## config.mk

```make
export PLATFORM = sky130hd
export DESIGN_NAME = rv_exwb
export DESIGN_NICKNAME = d
export VERILOG_FILES = /design/src/rtl/rv_exwb.sv
export SDC_FILE = /design/constraint.sdc
export NUM_CORES = 1
export LEC_CHECK = 0
export CORE_MARGIN = 3
export CORE_UTILIZATION = 35
export CTS_CLUSTER_DIAMETER = 50
export DETAILED_ROUTE_END_ITERATION = 6
export GPL_TIMING_DRIVEN = 0
export PLACE_DENSITY = 0.71
export SYNTH_ARGS = -nofsm -noshare
export SYNTH_HDL_FRONTEND = slang
export SYNTH_SLANG_ARGS = --single-unit
```

## constraint.sdc

```tcl
create_clock -name clk -period 1.9 [get_ports clk]
set_clock_uncertainty 0.15 [all_clocks]
set_input_delay 0.38 -clock clk [delete_from_list [all_inputs] [get_ports clk]]
set_output_delay 0.38 -clock clk [all_outputs]
set_load 0.02 [all_outputs]
```

## src/rtl/rv_exwb.sv

```systemverilog
// rtl/rv_exwb.sv - EX->WB stage: result register, multi-cycle op sequencing, stall counter
// Optional macro RV_EXWB_FWD_EN enables the same-cycle WB forwarding outputs.
module rv_exwb #(
  parameter int XLEN   = 32,
  parameter int MAXCYC = 40
) (
  input  logic            clk,
  input  logic            xreset,
  input  logic            rdy,
  input  logic            ex_valid,
  input  logic            ex_wen,
  input  logic [4:0]      ex_rd,
  input  logic            ex_ld,
  input  logic            ex_mulop,
  input  logic            ex_cmpl,
  input  logic [XLEN-1:0] ex_rwdat,
  input  logic [XLEN-1:0] dmem_rdat,
  output logic            stall,
  output logic            rf_we,
  output logic [4:0]      rf_wa,
  output logic [XLEN-1:0] rf_wd,
  output logic            fwd_vld,
  output logic [4:0]      fwd_rd,
  output logic [XLEN-1:0] fwd_dat,
  output logic            tmo_err,
  output logic [31:0]     stall_cnt
);

  typedef enum logic {IDLE, MWAIT} state_t;

  localparam int WDW = $clog2(MAXCYC + 1);
  localparam logic [WDW-1:0] WD_MAX = WDW'(MAXCYC);
  localparam logic [WDW-1:0] WD_ONE = WDW'(1);

  state_t          r_state;
  logic [WDW-1:0]  r_wd;
  logic            r_wb_wen;
  logic            r_wb_ld;
  logic [4:0]      r_wb_rd;
  logic [XLEN-1:0] r_wb_rwdat;
  logic            r_tmo_err;
  logic [31:0]     r_stall_cnt;

  logic w_mul_start;
  logic w_wd_hit;
  logic w_stall;

  assign w_mul_start = ex_valid & ex_mulop & ~ex_cmpl;
  assign w_wd_hit    = (r_wd == WD_MAX);

  // Reset forces stall low even while EX still presents a pending multi-cycle op.
  always_comb begin
    w_stall = 1'b0;
    case (r_state)
      IDLE:    w_stall = w_mul_start;
      MWAIT:   w_stall = ~ex_cmpl & ~w_wd_hit;
      default: w_stall = 1'b0;
    endcase
    w_stall = w_stall & xreset;
  end

  always_ff @(posedge clk or negedge xreset) begin
    if (!xreset) begin
      r_state     <= IDLE;
      r_wd        <= '0;
      r_wb_wen    <= 1'b0;
      r_wb_ld     <= 1'b0;
      r_wb_rd     <= '0;
      r_wb_rwdat  <= '0;
      r_tmo_err   <= 1'b0;
      r_stall_cnt <= '0;
    end else if (rdy) begin
      if (w_stall) r_stall_cnt <= r_stall_cnt + 32'd1;
      case (r_state)
        IDLE: begin
          if (w_mul_start) begin
            r_state  <= MWAIT;
            r_wd     <= WD_ONE;
            r_wb_wen <= 1'b0;
            r_wb_ld  <= 1'b0;
          end else if (ex_valid) begin
            r_wb_wen   <= ex_wen;
            r_wb_ld    <= ex_ld;
            r_wb_rd    <= ex_rd;
            r_wb_rwdat <= ex_rwdat;
          end else begin
            r_wb_wen <= 1'b0;
            r_wb_ld  <= 1'b0;
          end
        end
        MWAIT: begin
          if (ex_cmpl) begin
            r_state    <= IDLE;
            r_wd       <= '0;
            r_wb_wen   <= ex_wen;
            r_wb_ld    <= ex_ld;
            r_wb_rd    <= ex_rd;
            r_wb_rwdat <= ex_rwdat;
          end else if (w_wd_hit) begin
            r_state    <= IDLE;
            r_wd       <= '0;
            r_tmo_err  <= 1'b1;
            r_wb_wen   <= 1'b0;
            r_wb_ld    <= 1'b0;
            r_wb_rd    <= '0;
            r_wb_rwdat <= '0;
          end else begin
            r_wd <= r_wd + WD_ONE;
          end
        end
        default: r_state <= IDLE;
      endcase
    end
  end

  assign stall     = w_stall;
  assign rf_we     = r_wb_wen & (r_wb_rd != 5'd0);
  assign rf_wa     = r_wb_rd;
  assign rf_wd     = r_wb_ld ? dmem_rdat : r_wb_rwdat;
  assign tmo_err   = r_tmo_err;
  assign stall_cnt = r_stall_cnt;

`ifdef RV_EXWB_FWD_EN
  assign fwd_vld = rf_we;
  assign fwd_rd  = rf_wa;
  assign fwd_dat = rf_wd;
`else
  assign fwd_vld = 1'b0;
  assign fwd_rd  = 5'd0;
  assign fwd_dat = '0;
`endif

endmodule
```

== Yosys cells after proc, flatten, opt, wreduce, memory -nomap -nowiden ==
Cells that the tools add are included.

* Flip-flop bits (word level): 79
* Bits in latches: 0
* Bits in writable memories: 0
* ROM bits: 0
* Input port bits: 77
* Output and inout bits: 110
* Logic and storage cells: 58
* Memories: 0

* Add/sub/neg operators: 2
* Multiply operators: 0
* Divide/modulo/power cells: 0
* Magnitude comparators: 0
* Equal/unequal tests: 5
* Shift-type cells: 0
* Muxes and demuxes: 29
* Bitwise operators: 8
* Reductions and logical operators: 6

{| class="wikitable"
|+ Operators with widths
! cell !! number
|-
| 2-to-1 mux 32 bit || 5
|-
| one-hot mux 32 bit (2 select lines) || 1
|-
| adder 32 x 1 -> 32 bit (second input constant) || 1
|-
| 2-to-1 mux 5 bit || 4
|-
| 2-to-1 mux 6 bit || 3
|-
| one-hot mux 6 bit (2 select lines) || 1
|-
| 2-to-1 mux 1 bit || 10
|-
| one-hot mux 5 bit (2 select lines) || 1
|-
| one-hot mux 1 bit (2 select lines) || 4
|-
| AND reduction 4 bit || 2
|-
| adder 6 x 1 -> 6 bit (second input constant) || 1
|-
| equality test 6 bit (second input constant) || 1
|-
| != test 2 bit (second input constant) || 3
|-
| AND reduction 2 bit || 3
|-
| bitwise AND 1 bit || 5
|-
| nonzero test 5 bit || 1
|-
| != test 3 x 2 -> 1 bit (second input constant) || 1
|-
| inverter 1 bit || 3
|}

== Longest topological paths before layout ==
Gate-level depths: netlist of the first run.

* Depth after elaboration: 6
* Depth in mapped cells: 8
* Gate-level depth less buffers: 6

== Worst setup path before layout of the first run ==
Ideal clock, no wire load.

* Path kind: register -> register
* From: register r_wd[2]
* To: register r_stall_cnt[1], in the netlist stall_cnt[1]
* Library setup time: 0.128 ns
* Data arrival time: 1.779 ns
* Required time: 1.622 ns
* Slack: -0.157 ns
* Stages on the path, launching flop included: 6
* Path buffers: 2
* Period minus slack after synthesis: 2.057 ns
* Cell sequence: dfrtp_1 or3b_1 buf_2 o211ai_2 buf_2 mux2_1

* Word-level cells in the longest chain between the ends: 6

{| class="wikitable"
|+ Ends and longest elaborated chain
! element !! RTL line !! text
|-
| from (decl) || 36 || <nowiki>logic [WDW-1:0] r_wd;</nowiki>
|-
| from (signal assigned) || 108 || <nowiki>r_wd <= r_wd + WD_ONE;</nowiki>
|-
| equality test 6 bit || 49 || <nowiki>assign w_wd_hit = (r_wd == WD_MAX);</nowiki>
|-
| inverter 1 bit || 56 || <nowiki>MWAIT: w_stall = ~ex_cmpl & ~w_wd_hit;</nowiki>
|-
| bitwise AND 1 bit || 56 ||
|-
| one-hot mux 1 bit (2 select lines) || 54 || <nowiki>case (r_state)</nowiki>
|-
| bitwise AND 1 bit || 59 || <nowiki>w_stall = w_stall & xreset;</nowiki>
|-
| AND reduction 2 bit (no source line) || - ||
|-
| to (signal assigned) || 73 || <nowiki>if (w_stall) r_stall_cnt <= r_stall_cnt + 32'd1;</nowiki>
|-
| to (decl) || 42 || <nowiki>logic [31:0] r_stall_cnt;</nowiki>
|}

Every way passes these cells.
A chain may end at the register's enable or synchronous reset.

== Worst setup path after layout of the first run ==
* From: register r_wd[2]
* To: output stall

* Word-level cells in the longest chain between the ends: 5

{| class="wikitable"
|+ Ends and longest elaborated chain
! element !! RTL line !! text
|-
| equality test 6 bit || 49 ||
|-
| inverter 1 bit || 56 ||
|-
| bitwise AND 1 bit || 56 ||
|-
| one-hot mux 1 bit (2 select lines) || 54 ||
|-
| bitwise AND 1 bit || 59 ||
|-
| to (decl) || 18 || <nowiki>output logic stall,</nowiki>
|}

Every way passes these cells.

==> flow_metrics.py, run 1 <==
metrics = {
    "logic_synthesis": {
        "yosys-top-cells-area": "sky130_fd_sc_hd__dfrtp_1 (45%), sky130_fd_sc_hd__mux2i_1 (8.4%), sky130_fd_sc_hd__nand2_1 (7.2%), sky130_fd_sc_hd__buf_4 (6.5%), sky130_fd_sc_hd__xor2_1 (5.0%)",
        "post_synth_num_cell_types": 46,
        "post_synth_most_frequent_cells": "sky130_fd_sc_hd__nand2_1 (85), sky130_fd_sc_hd__dfrtp_1 (79), sky130_fd_sc_hd__inv_1 (49)",
        "synth_top_area_cell": "sky130_fd_sc_hd__dfrtp_1",
        "syn_avg_cell_area_um2": 9.17,
        "yosys_warnings": 0,
        "asyncSetResetFlopFracSynth_pct": 100,
        "netlist.area_leader.share_pct": 44.8,
        "synth_edf_count": 0,
        "synth-seq-cells": 79,
        "netlist_area_mm2": 0.00441,
        "synthCells": 481,
        "synth_top_flop_cell": "sky130_fd_sc_hd__dfrtp_1",
        "sequential_to_total_area_share_from_yosys_stat_pct": 44.8,
        "yosys.cell_count.top_type": "sky130_fd_sc_hd__nand2_1",
    },
    "setup_path": {
        "worst_setup_path_end_kind": "output port",
        "critical_path_depth": 4,
        "r2r_slack_ns": -0.16,
        "r2r_cells": 7,
        "crit_slowest_cell": "sky130_fd_sc_hd__or3b_4",
        "crit-reg2reg-capture": "stall_cnt[22]",
        "setup.worst_path.start": "r_wd[2]",
        "r2r-start": "r_wd[2]",
        "timing.critical_path.slowest_cell_delay_ns": 0.43,
        "cp_data_required_time_ns": 1.37,
        "worst-path-max-fanout": 3,
        "start_kind": "register",
        "endpoint": "stall",
        "cp_top_family": "simple AND/OR/NAND/NOR gates",
        "worst-setup-path-type": "register to output port",
        "ordered_cell_list_for_the_critical_path": "or3b_4 > o21ai_4 > nor3b_2 > buf_4",
        "cp_num_buf_inv": 1,
        "worstPathArrival_ns": 1.58,
    },
    "timing": {
        "hold_slack_ns": -0.131,
        "grt_setup_unrepaired": "true",
        "setup_viol": 90,
        "slew_violations": 0,
        "achievable-frequency_mhz": 474,
        "post_route_setup_tns_ns": -7.65,
        "min_period_over_period_pct": 111,
        "min_period_ns": 2.11,
        "setup_slack_ns": -0.212,
        "final_hold_viol_count": 44,
    },
    "floorplan": {
        "floorplan.rows": 40,
        "ios": 187,
        "core_area_mm2": 0.0122,
        "die_width_um": 118,
        "die_h_um": 118,
        "dieArea_mm2": 0.0140,
        "initial_utilization_pct": 36.3,
    },
    "placed_design": {
        "port_buffers": 148,
        "place.detailed.instances": 835,
        "placed_cell_area_mm2": 0.00630,
        "hpwlAfterDp_um": 9270,
        "place_congestion": 0.843,
    },
    "routing": {
        "drt-total-wl_um": 13800,
        "drt-pass1-iter-count": 4,
        "route.detailed.vias_per_inst": 4.72,
        "drt-initial-drc-count": 169,
        "num_vias": 4208,
        "avgRoutedWirePerCell_um": 15.5,
        "remaining_drc_errors": 0,
        "drtAntennaViolNets": 0,
    },
    "power": {
        "irDropWorstVdd_uv": 605,
        "p_int_mw": 4.34,
        "p_comb_share_pct": 44.2,
        "power.leakage_nw": 3.97,
        "power_density_mw_per_mm2": 924,
        "p_sw_share_pct": 36.3,
        "power.clock.fraction_pct": 23.1,
        "p_switching_mw": 2.47,
        "fin_total_pwr_mw": 6.81,
        "p_seq_share_pct": 32.8,
    },
    "outcome": {
        "failed_checks": "hold timing, setup timing",
        "result_of_the_run": "finished, violations left",
    },
    "grt": {
        "grt_first_pass_wirelength_um": 21400,
        "maximum_number_of_pins_on_one_net_before_global_route_repair": 46,
        "groute.usage.overall_pct": 18.8,
        "number_of_global_route_vias_before_repair": 4217,
        "grt_remaining_overflow": 0,
        "antenna_found_initial": 2,
    },
    "layout": {
        "final_nets": 798,
        "design_area_mm2": 0.00737,
        "multi_input_area_mm2": 0.00229,
        "seqCellArea_mm2": 0.00198,
        "area_delta_synth_final_pct": 67.1,
        "finish.cell_count_without_fillers": 892,
        "fraction_of_final_layout_cells_with_drive_strength_greater_than_1_pct": 29.2,
        "layout.filler_cells": 1044,
    },
    "cts": {
        "ctsHoldBuffers": 3,
        "cts_buffers": 9,
        "clock_latency_ns": 0.33,
        "max-clock-path-buffers": 2,
        "cts_num_sinks": 79,
        "cts_root_buf": "sky130_fd_sc_hd__clkbuf_16",
        "cts_tree": "built",
        "cts_max_level": 3,
        "clk_pin_slew_worst_paths_ns": 0.06,
    },
    "run": {
        "maxCapViolations": 0,
    },
    "min_path": {
        "min_path_type": "primary input to async pin",
    },
}
## routing by layer
metal  wire length, µm  share of wire (%)  global-route usage, %
met1              5870                 42                   23.2
met2              6740                 49                   31.1
met3               975                7.1                   5.50
met4               206                1.5                   6.81
met5                13              0.094                      0
## state kept, by name, summed over array words and instances, names as in the netlist
register and cells:
r_wb_rwdat 32, r_wb_wen 1, rf_wa 5, r_wb_ld 1, stall_cnt 32, r_state 1
tmo_err 1, r_wd 6
## area by class of cell
| type | instances | share of cell area [%] |
|---|---|---|
| inverters | 49 | 2.49 |
| clock inverters | 7 | 0.679 |
| repair buffers | 190 | 25.8 |
| clock buffers | 9 | 3.05 |
| diodes | 1 | 0.0339 |
| multi-input cells | 330 | 31.1 |
| flip-flops and latches | 79 | 26.8 |
| well taps | 168 | 2.85 |
| plain buffers | 59 | 7.18 |
## per-stage QoR
| step | setup WS, ns | utilization, % | hold slack, ns |
|---|---|---|---|
| final | -0.212 | 60.6 | -0.131 |
| after global routing | -0.260 | 60.6 | -0.121 |
| after CTS | -0.276 | 56.6 | -0.131 |
| after detailed placement | -0.781 | 51.8 | 0.246 |
| after global placement | -3.29 | 51.6 | 0.313 |
| after floorplan | -0.0570 | - | -0.0656 |
## power groups by stage
| stage | Combinational (mW) | Sequential (mW) | Clock [mW] |
|---|---|---|---|
| floorplan | 1.29 | 2.30 | 0 |
| global placement | 2.44 | 2.23 | 0 |
| detailed placement | 2.50 | 2.24 | 0 |
| CTS | 2.53 | 2.23 | 1.61 |
| global route | 3.23 | 2.27 | 1.70 |
| finish | 3.01 | 2.23 | 1.57 |
## worst min path at each step
stage	slack, ns	end	start
4_1_cts	-0.13	stall_cnt[25]	xreset
5_1_grt	-0.12	stall_cnt[25]	xreset
3_5_place_dp	0.25	stall_cnt[29]	xreset
6_report	-0.13	stall_cnt[25]	xreset
2_1_floorplan	-0.07	r_state	xreset
3_3_place_gp	0.31	stall_cnt[31]	stall_cnt[31]
## logic make-up after synthesis
| kind of cell | count (synthesis) | synth area share [%] |
|---|---|---|
| muxes | 38 | 8.65 |
| buffers and inverters | 109 | 13.3 |
| other | 1 | 0.0850 |
| and+or+nand+nor | 161 | 17.6 |
| DFF | 79 | 44.8 |
| xor gates and xnor gates | 31 | 6.15 |
| adders and majority gates | 3 | 0.851 |
| AOI/OAI and AO/OA | 59 | 8.51 |
## timing repair
action	in CTS	in global routing
cloned	4	4
pin swaps	8	14
hold endpoints to repair	35	44
buffers inserted	21	9
resized for setup	294	117
setup endpoints to repair	134	117
## layout by cell type, fill, tap and decap left out, types with 7 or more instances in the layout
cell / count
sky130_fd_sc_hd__clkbuf_16: 13
sky130_fd_sc_hd__nor2_1: 7
sky130_fd_sc_hd__dlygate4sd2_1: 31
sky130_fd_sc_hd__mux2i_1: 34
sky130_fd_sc_hd__dfrtp_1: 78
sky130_fd_sc_hd__nand2_2: 17
sky130_fd_sc_hd__clkdlybuf4s50_1: 75
sky130_fd_sc_hd__xor2_1: 25
sky130_fd_sc_hd__and3_1: 7
sky130_fd_sc_hd__nand2_1: 66
sky130_fd_sc_hd__nand4_1: 8
sky130_fd_sc_hd__o21ai_1: 13
sky130_fd_sc_hd__buf_6: 30
sky130_fd_sc_hd__nor4_1: 10
sky130_fd_sc_hd__conb_1: 38
sky130_fd_sc_hd__buf_8: 7
sky130_fd_sc_hd__dlymetal6s2s_1: 7
sky130_fd_sc_hd__nor3_1: 11
sky130_fd_sc_hd__inv_1: 49
sky130_fd_sc_hd__buf_4: 77
sky130_fd_sc_hd__o21ai_2: 16
No activity file was read; power rests on OpenSTA's default activity.
==> run 2: changes to the inputs <==
REMOVE_ABC_BUFFERS = 1   (was default)
==> flow_metrics.py, run 2 (synthesis gave the netlist of run 1 again) <==
metrics = {
    "placed_design": {
        "placed_cell_area_mm2": 0.00590,
        "place_congestion": 0.779,
        "place.detailed.instances": 776,
        "port_buffers": 148,
        "hpwlAfterDp_um": 7850,
    },
    "layout": {
        "multi_input_area_mm2": 0.00256,
        "commonest_cells_after_routing_fill_and_taps_aside": "sky130_fd_sc_hd__clkdlybuf4s50_1 (78), sky130_fd_sc_hd__dfrtp_1 (77), sky130_fd_sc_hd__nand2_1 (64)",
        "layout.filler_cells": 975,
        "design_area_mm2": 0.00746,
        "seqCellArea_mm2": 0.00198,
        "commonest_non_fill_non_tap_cell_in_the_layout": "sky130_fd_sc_hd__clkdlybuf4s50_1",
        "final_util_pct": 61.4,
        "diodes": 0,
        "final_nets": 747,
        "finish.cell_count_without_fillers": 840,
        "fraction_of_final_layout_cells_with_drive_strength_greater_than_1_pct": 27.2,
        "area_delta_synth_final_pct": 69.2,
    },
    "cts": {
        "cts_num_sinks": 79,
        "clock_latency_ns": 0.33,
        "cts_max_level": 3,
        "max-clock-path-buffers": 2,
        "cts_buffers": 9,
        "cts_root_buf": "sky130_fd_sc_hd__clkbuf_16",
        "cts_tree": "built",
        "clk_pin_slew_worst_paths_ns": 0.06,
    },
    "floorplan": {
        "ios": 187,
        "dieArea_mm2": 0.0140,
        "die_width_um": 118,
        "floorplan.rows": 40,
        "die_h_um": 118,
        "core_area_mm2": 0.0122,
        "initial_utilization_pct": 36.3,
    },
    "setup_path": {
        "crit-reg2reg-capture": "stall_cnt[4]",
        "timing.critical_path.slowest_cell_delay_ns": 0.46,
        "start_kind": "register",
        "worstPathArrival_ns": 1.58,
        "r2r-start": "r_wd[2]",
        "worst_setup_path_end_kind": "output port",
        "ordered_cell_list_for_the_critical_path": "or3b_4 > o21ai_4 > nor3b_1 > buf_2",
        "cp_data_required_time_ns": 1.37,
        "crit_slowest_cell": "sky130_fd_sc_hd__or3b_4",
        "worst-path-max-fanout": 4,
        "r2r_cells": 7,
        "r2r_slack_ns": -0.16,
        "worst-setup-path-type": "register to output port",
    },
    "outcome": {
        "failed_checks": "setup timing",
        "result_of_the_run": "finished, violations left",
    },
    "run": {
        "maxCapViolations": 0,
    },
    "routing": {
        "drt-pass1-iter-count": 4,
        "avgRoutedWirePerCell_um": 17.0,
        "remaining_drc_errors": 0,
        "drt-initial-drc-count": 179,
        "num_vias": 3994,
        "route.detailed.vias_per_inst": 4.75,
        "drtAntennaViolNets": 0,
        "drt-total-wl_um": 14300,
    },
    "grt": {
        "antenna_found_initial": 0,
        "maximum_number_of_pins_on_one_net_before_global_route_repair": 44,
        "grt_remaining_overflow": 0,
        "grt_first_pass_wirelength_um": 20600,
        "number_of_global_route_vias_before_repair": 3914,
        "groute.usage.overall_pct": 18.1,
    },
    "timing": {
        "setup_slack_ns": -0.209,
        "grt_setup_unrepaired": "true",
        "final_hold_viol_count": 0,
        "worst_slew_margin_rel_pct": 42.6,
        "achievable-frequency_mhz": 474,
        "hold_slack_ns": 0.326,
        "max_slew.worst_pin.slew_ns": 0.861,
        "slew_violations": 0,
        "setup_viol": 97,
        "min_period_ns": 2.11,
        "min_period_over_period_pct": 111,
    },
    "power": {
        "power_density_mw_per_mm2": 975,
        "power.leakage_nw": 3.99,
        "irDropWorstVdd_uv": 629,
    },
    "min_path": {
        "min_path_type": "register to register",
        "worstHoldStart": "stall_cnt[31]",
        "whs_path_depth": 1,
        "min_to": "stall_cnt[31]",
    },
}
## run 2: cell count changes in the layout (fill, tap and decap cells not counted), moves of 8 or more
cell,change
sky130_fd_sc_hd__buf_4,-59
sky130_fd_sc_hd__dlygate4sd2_1,-9
sky130_fd_sc_hd__o21ai_4,+10
sky130_fd_sc_hd__nand2_4,+9
sky130_fd_sc_hd__buf_6,+8
sky130_fd_sc_hd__buf_12,+8
sky130_fd_sc_hd__o21ai_1,-8
sky130_fd_sc_hd__nor4_1,-9
## run 2: worst max-delay path by stage
stage               cells past startpoint             to    start  slack, ns
floorplan                               2  r_wb_rwdat[0]  r_state      -1.87
global placement                        5  stall_cnt[31]   xreset      -3.61
detailed placement                      5  stall_cnt[25]      rdy      -1.08
CTS                                     4          stall  r_wd[2]      -0.21
global route                            4          stall  r_wd[2]      -0.25
finish                                  4          stall  r_wd[2]      -0.21
## run 2: layout make-up
cell class | instances | area share, %
Clock inverter | 6 | 1.14
Multi-Input combinational cell | 331 | 34.3
Timing Repair Buffer | 197 | 29.7
Clock buffer | 10 | 3.07
Tap cell | 168 | 2.82
Inverter | 49 | 2.46
Sequential cell | 79 | 26.6
## run 2: worst max-delay path: cells and delay by family, from the launching register on
kind                   cells  cell delay, ns
DFF                        1            0.41
AOI/OAI and AO/OA          1            0.15
and+or+nand+nor            2            0.52
buffers and inverters      1            0.17
## run 2: where the power goes
part / switching [mW] / total [mW] / internal (mW)
Combinational: 1.69 / 3.22 / 1.53
Clock: 0.675 / 1.82 / 1.15
Sequential: 0.210 / 2.24 / 2.03
Total: 2.57 / 7.28 / 4.71
## run 2: per-stage QoR
stage,power [mW],setup TNS [ns],worst slack (ns)
after floorplan,3.51,-83.76,-1.87
after global placement,4.55,-463.13,-3.61
after detailed placement,4.59,-66.16,-1.08
after CTS,6.61,-4.87,-0.212
after global routing,7.63,-11.75,-0.253
final,7.28,-7.41,-0.209
## run 2: timing repair
| item | CTS | global route |
|---|---|---|
| setup endpoints to repair | 128 | 117 |
| pin swaps | 13 | 29 |
| gates resized for setup | 282 | 158 |
| setup buffers | 26 | 14 |
| gates cloned | 6 | 5 |
| endpoints found under the hold margin | 36 | 36 |
## run 2: per-layer routing
metal,routed length [µm],share of wire (%),track usage (%)
met4,189,1.3,5.13
met5,0,0,0
met1,6000,42,22.9
met3,691,4.8,3.88
met2,7420,52,31.1
